File: src/rtl/seq_chunk_adder.sv
// Chunked multi-cycle adder/subtractor: CHUNK bits per clock with a registered ripple carry between chunks.
// Latency: acceptance edge T, chunk edges T+1..T+NCHUNK, done pulses during the cycle after edge T+NCHUNK.
// Backpressure: start is taken only while busy=0; requests during RUN are dropped, not queued.
module seq_chunk_adder #(
    parameter int WIDTH = 64,
    parameter int CHUNK = 16
) (
    input  logic             clk,
    input  logic             rst,
    input  logic             start,
    input  logic             sub,
    input  logic [WIDTH-1:0] a,
    input  logic [WIDTH-1:0] b,
    input  logic             carryInput,
    output logic [WIDTH-1:0] sum,
    output logic             carryOutput,
    output logic             overflow,
    output logic             busy,
    output logic             done
);

    localparam int NCHUNK = WIDTH / CHUNK;
    // Counter is at least one bit wide so NCHUNK=1 still elaborates cleanly.
    localparam int KW = (NCHUNK > 1) ? $clog2(NCHUNK) : 1;
    localparam logic [KW-1:0] K_LAST = KW'(NCHUNK - 1);

    typedef enum logic {
        IDLE = 1'b0,
        RUN  = 1'b1
    } state_t;

    // Operands are shifted right one chunk per cycle, so the active slice is
    // always the low CHUNK bits and no wide operand mux sits in the carry path.
    state_t           state_q,  state_d;
    logic [KW-1:0]    k_q,      k_d;
    logic [WIDTH-1:0] a_q,      a_d;
    logic [WIDTH-1:0] b_q,      b_d;
    logic             a_msb_q,  a_msb_d;
    logic             b_msb_q,  b_msb_d;
    logic             carry_q,  carry_d;
    logic [WIDTH-1:0] acc_q,    acc_d;
    logic [WIDTH-1:0] sum_q,    sum_d;
    logic             cout_q,   cout_d;
    logic             ovf_q,    ovf_d;
    logic             done_q,   done_d;

    // Datapath scratch values, all combinational.
    logic [WIDTH-1:0]       b_eff;
    logic [CHUNK:0]         chunk_res;
    logic [WIDTH+CHUNK-1:0] acc_cat;

    // State register: synchronous active-low reset clears everything, including any in-flight operation.
    always_ff @(posedge clk) begin
        if (!rst) begin
            state_q <= IDLE;
            k_q     <= '0;
            a_q     <= '0;
            b_q     <= '0;
            a_msb_q <= 1'b0;
            b_msb_q <= 1'b0;
            carry_q <= 1'b0;
            acc_q   <= '0;
            sum_q   <= '0;
            cout_q  <= 1'b0;
            ovf_q   <= 1'b0;
            done_q  <= 1'b0;
        end else begin
            state_q <= state_d;
            k_q     <= k_d;
            a_q     <= a_d;
            b_q     <= b_d;
            a_msb_q <= a_msb_d;
            b_msb_q <= b_msb_d;
            carry_q <= carry_d;
            acc_q   <= acc_d;
            sum_q   <= sum_d;
            cout_q  <= cout_d;
            ovf_q   <= ovf_d;
            done_q  <= done_d;
        end
    end

    // Next-state logic: accept in IDLE, add one chunk per RUN cycle, publish results on the last chunk.
    always_comb begin
        state_d = state_q;
        k_d     = k_q;
        a_d     = a_q;
        b_d     = b_q;
        a_msb_d = a_msb_q;
        b_msb_d = b_msb_q;
        carry_d = carry_q;
        acc_d   = acc_q;
        sum_d   = sum_q;
        cout_d  = cout_q;
        ovf_d   = ovf_q;
        done_d  = 1'b0;

        // Subtraction is a + ~b + 1; the +1 rides in on the initial carry.
        b_eff     = sub ? ~b : b;
        // CHUNK+1 bits: the top bit is the carry into the next chunk.
        chunk_res = {1'b0, a_q[CHUNK-1:0]} + {1'b0, b_q[CHUNK-1:0]}
                  + {{CHUNK{1'b0}}, carry_q};
        // New chunk enters at the top of the accumulator; after NCHUNK
        // shifts chunk 0 has reached bit 0.
        acc_cat   = {chunk_res[CHUNK-1:0], acc_q};

        case (state_q)
            IDLE: begin
                if (start) begin
                    a_d     = a;
                    b_d     = b_eff;
                    a_msb_d = a[WIDTH-1];
                    b_msb_d = b_eff[WIDTH-1];
                    carry_d = sub ? 1'b1 : carryInput;
                    k_d     = '0;
                    acc_d   = '0;
                    state_d = RUN;
                end
            end
            RUN: begin
                a_d     = a_q >> CHUNK;
                b_d     = b_q >> CHUNK;
                carry_d = chunk_res[CHUNK];
                acc_d   = acc_cat[WIDTH+CHUNK-1:CHUNK];
                k_d     = k_q + 1'b1;
                if (k_q == K_LAST) begin
                    // The final chunk's sum bit is the result MSB, so
                    // overflow needs no access to the assembled word.
                    sum_d   = acc_cat[WIDTH+CHUNK-1:CHUNK];
                    cout_d  = chunk_res[CHUNK];
                    ovf_d   = (a_msb_q == b_msb_q) && (chunk_res[CHUNK-1] != a_msb_q);
                    done_d  = 1'b1;
                    k_d     = '0;
                    carry_d = 1'b0;
                    state_d = IDLE;
                end
            end
            default: begin
                state_d = IDLE;
            end
        endcase
    end

    assign sum         = sum_q;
    assign carryOutput = cout_q;
    assign overflow    = ovf_q;
    assign busy        = (state_q == RUN);
    assign done        = done_q;

endmodule

File: config.mk
export PLATFORM = sky130hd
export DESIGN_NAME = seq_chunk_adder
export DESIGN_NICKNAME = d
export VERILOG_FILES = /design/src/rtl/seq_chunk_adder.sv
export SDC_FILE = /design/constraint.sdc
export NUM_CORES = 1
export LEC_CHECK = 0
export CAP_MARGIN = 15
export CORE_ASPECT_RATIO = 1.4
export CORE_MARGIN = 2
export CORE_UTILIZATION = 49
export DETAILED_ROUTE_END_ITERATION = 8
export GPL_TIMING_DRIVEN = 0
export PLACE_DENSITY = 0.79
export RECOVER_POWER = 25
export SYNTH_ARGS = -nofsm -noshare
export SYNTH_HDL_FRONTEND = slang
export SYNTH_SLANG_ARGS = --single-unit
File: constraint.sdc
create_clock -name clk -period 5.4 [get_ports clk]
set_input_delay 1.08 -clock clk [delete_from_list [all_inputs] [get_ports clk]]
set_output_delay 1.08 -clock clk [all_outputs]
set_load 0.005 [all_outputs]
# Word level (Yosys, flattened, before mapping)
# Index checks and enable logic that the tools add are counted.
# word_totals
register_bits	265
# classes
n_addsub	3
n_eq_ne	4
mux	18
n_bitwise	2
reduce_logical	4
# op_table
cell	count
$pmux W64 S2	3
$mux W64	4
$not A64 Y64	1
$add A16 B16 Y17	1
$add A17 B1 Y17	1
$mux W1	6
$reduce_and A2 Y1	3
$mux W2	2
$pmux W1 S2	2
$pmux W2 S2	1
$add A2 B1 Y2 const B	1
$eq A2 B2 Y1 const B	1
$ne A2 B2 Y1 const B	1
$eq A1 B1 Y1	1
$logic_and A1 B1 Y1	1
$ne A1 B1 Y1	1
$not A1 Y1	1

# Longest topological paths before layout
# depth
depth_word	4
mapped_depth	10

# Worst setup path after synthesis
# Ideal clock, no wire load.
# synth_path
path_type	register -> register
startpoint	register a_q[0]
endpoint	register acc_q[58]
setup_ns	0.134
arrival_time_ns	2.488
slack_ns	2.777
path_stages_with_launch	11
n_path_buf	0
path_cell_list	dfxtp_1 fa_1 inv_1 fa_1 nor2b_4 o31a_4 o21ai_4 a21oi_2 a41o_1 and4b_1 or4_1
# synth_between
elab_chain_cells	3
# synth_rtl
element	line	rtl
start, declared	36	logic [WIDTH-1:0] a_q, a_d;
start signal, assigned	57	a_q <= '0;
start signal, assigned	70	a_q <= a_d;
$add A16 B16 Y17	101	chunk_res = {1'b0, a_q[CHUNK-1:0]} + {1'b0, b_q[CHUNK-1:0]}
$add A17 B1 Y17	102	+ {{CHUNK{1'b0}}, carry_q};
$pmux W64 S2	107	case (state_q)
end signal, assigned	62	acc_q <= '0;
end signal, assigned	75	acc_q <= acc_d;
end, declared	41	logic [WIDTH-1:0] acc_q, acc_d;
# No other way between the ends.
# A chain may end at the register's enable or synchronous reset.

==> qor.yml <==
tightest_slew_ns: 1.01
clockBufferDepth: 3
num_antenna_cells: 0
drc: 0
worst_ep_arrival_time_ns: 3.67
synth_edf_count: 0
finalHoldViolations: 0
die_area_sq_um: 23100
required_ns: 5.85
finalSetupViolations: 0
dp_cells: 1673
min_to: "sum[9]$_SDFFE_PN0P_"
p_sw_w: 0.00112
p_clk_share_pct: 40.9
clk-insertion-delay-late_ns: 0.53
worst-r2r-setup-slack_ns: 2.53
irDropWorstVdd_uv: 249
min_path_cells: 1
cts_setup_buffers: 0
leakage_nw: 5.50
finalCritPeriodShare_pct: 59.6
status: "finished clean"
die_h_um: 179
overflow: 0
htreeDepth: 1
crit_type: "input port to register"
yosysSeqAreaShare_pct: 46.5
synth_warnings: 0
syn_nets: 1362
nets: 1586
drt-initial-drc-count: 789
areaGrowthSynthToFinish_pct: 29.4
dr.pass1.iters: 5
cts.sinks: 249
timing.slew.headroom_pct: 32.6
synth_top_area_share_pct: 46.5
min_path_type: "register to register"
worst-path-max-fanout: 10
core.rowCount: 64
async_flop_share_pct: 0
grt_pass1_vias: 9133
synth_area_leader_cell: "dfxtp_1"
final_cells: 1717
register_area_sq_um: 4980
wirelength_um: 31400
max_freq_mhz: 311
coreArea_sq_um: 21600
worst_setup_path_start_kind: "input port"
ys_top_cells_by_area: "dfxtp_1, nor2_1, a21oi_1"
ys_ff_latch: 249
clockRootBuffer: "clkbuf_16"
rr_endpoint: "acc_q[58]$_SDFFE_PN0P_"
hold_buffers: 0
cellPowerDensity_nw_per_um2: 312
vias: 9611
slew_viol_final: 0
gp_congestion: 0.929
seqPwrFrac_pct: 45.6
holdWs_ns: 0.466
netlist-cell-type-count: 51
syn_inst: 1211
synth_ff_type: "dfxtp_1"
r2r_start: "a_q[0]$_SDFFE_PN0P_"
min_from: "sum[9]$_SDFFE_PN0P_"
nFillCells: 1836
setup_tns_ns: 0
final_layout_size_suffix_gt1_share_pct: 3.58
io_buffers: 198
clock_skew_ns: 0.0161
antenna_found_initial: 0
end_kind: "register"
rsz0062_at_grt: "false"
synth_area_per_cell_sq_um: 8.84
switching_share_pct: 25.8
postCtsResizedCells: 0
place_ws_ns: 1.78
maxCapViolCount: 0
grt_pass1_wl_um: 48300
clk_pin_slew_ns: 0.07
start_util_pct: 49.5
setup_slack_ns: 2.18
rr_worst_depth: 10
multiInputGateArea_sq_um: 5300
ant_nets: 0
post_drt_via_cell_ratio: 5.60
ioPinCount: 201
synth_area_sq_um: 10700
cts_buffers: 24
finalCoreUtilization_pct: 64.1
pwr-share-comb_pct: 13.5
cts_tree: "yes"
grt_use_total_pct: 26.8
place_hpwl_um: 23900
grt_max_degree: 17
die_w_um: 129
wl_per_cell_um: 18.3
intPower_w: 0.00321
period_needed_ns: 3.22
==> critical path: stages <==
cell           delay (ns)
dlygate4sd3_1        0.71
clkinv_1             0.25
nor2_1               0.82
clkbuf_1             0.53
nand3_1              0.14
o211ai_1             0.12
==> layout make-up <==
type                            instances  area share [%]
Multi-Input combinational cell        851            38.3
Sequential cell                       249            36.0
Timing Repair Buffer                  198            14.3
Clock buffer                           30            4.87
Buffer                                100            2.74
Tap cell                              264            2.38
Clock inverter                         14            1.16
Inverter                               11           0.298
==> cells in the mapped netlist (2+ instances only) <==
cell and n:
nand2_1 15, a21o_1 3, nor2b_1 6, a21oi_1 152, nand3_1 6, nor3b_1 47, o211ai_1 3, nand2b_1 2
ha_1 16, buf_2 4, a22o_1 60, clkbuf_1 81, nand4_1 2, mux2i_1 67, fa_1 2, xnor2_1 72
o21ai_0 9, a32o_1 2, o32ai_1 2, nor2_1 288, dfxtp_1 249, buf_1 15, a211oi_1 67, inv_1 10
or3_1 2, o31ai_1 4
==> state kept, by name, indices dropped and copies added (netlist names) <==
name,flops
b_q,64
b_msb_q,1
carry_q,1
sum,64
acc_q,48
k_q,2
done,1
overflow,1
a_msb_q,1
busy,1
a_q,64
carryOutput,1
==> worst max path at each step <==
stage	slack, ns	endpoint	startpoint	depth (start not counted)
2_1_floorplan	2.78	acc_q[58]$_SDFFE_PN0P_	a_q[0]$_SDFFE_PN0P_	10
4_1_cts	2.31	overflow$_SDFFE_PN0P_	rst	6
6_report	2.18	overflow$_SDFFE_PN0P_	rst	6
5_1_grt	2.04	overflow$_SDFFE_PN0P_	rst	6
3_3_place_gp	1.83	overflow$_SDFFE_PN0P_	rst	7
3_5_place_dp	1.78	overflow$_SDFFE_PN0P_	rst	6
==> power by group through the flow <==
stage | combinational (W) | clock (W) | sequential [W]
floorplan | 0.000363 | 0 | 0.00198
finish | 0.000584 | 0.00177 | 0.00197
detailed placement | 0.000574 | 0 | 0.00201
global route | 0.000636 | 0.00185 | 0.00198
global placement | 0.000563 | 0 | 0.00201
CTS | 0.000579 | 0.00177 | 0.00197
==> cell usage in the layout, fill, tap and decap left out, types with 9 or more instances in the layout <==
cell             instances
a21oi_1                152
xnor2_1                 72
a22o_1                  60
buf_1                   14
a211oi_1                67
nor2_1                 288
mux2i_1                 67
ha_1                    16
o21ai_0                  9
clkdlybuf4s50_1        146
nand2_1                 15
clkbuf_16               25
nor3b_1                 47
inv_1                   10
dfxtp_1                249
dlygate4sd3_1           52
clkbuf_1                84
==> cell families after synthesis <==
kind of cell               Yosys count  share of synthesized area (%)
adders and majority gates           18                           2.24
buffers and inverters              111                           3.94
muxes                               67                           6.26
and+or+nand+nor                    377                           15.6
xor gates and xnor gates            73                           5.97
AOI/OAI and AO/OA                  316                           19.4
DFF                                249                           46.5
==> through the flow <==
stage               total power, W  area (sq um)
floorplan                  0.00235         10700
global placement           0.00257         13000
detailed placement         0.00258         13000
CTS                        0.00432         13900
global route               0.00446         13900
finish                     0.00432         13900
==> layer usage <==
| layer | GRT usage [%] | up-vias | share of wire, % |
|---|---|---|---|
| met5 | 0 | - | 0 |
| met4 | 12.0 | 0 | 4.4 |
| met3 | 2.57 | 73 | 5.4 |
| met2 | 49.6 | 371 | 51 |
| met1 | 30.9 | 4489 | 39 |
| li1 | - | 4678 | - |
Power figures use the tool's default switching activity.
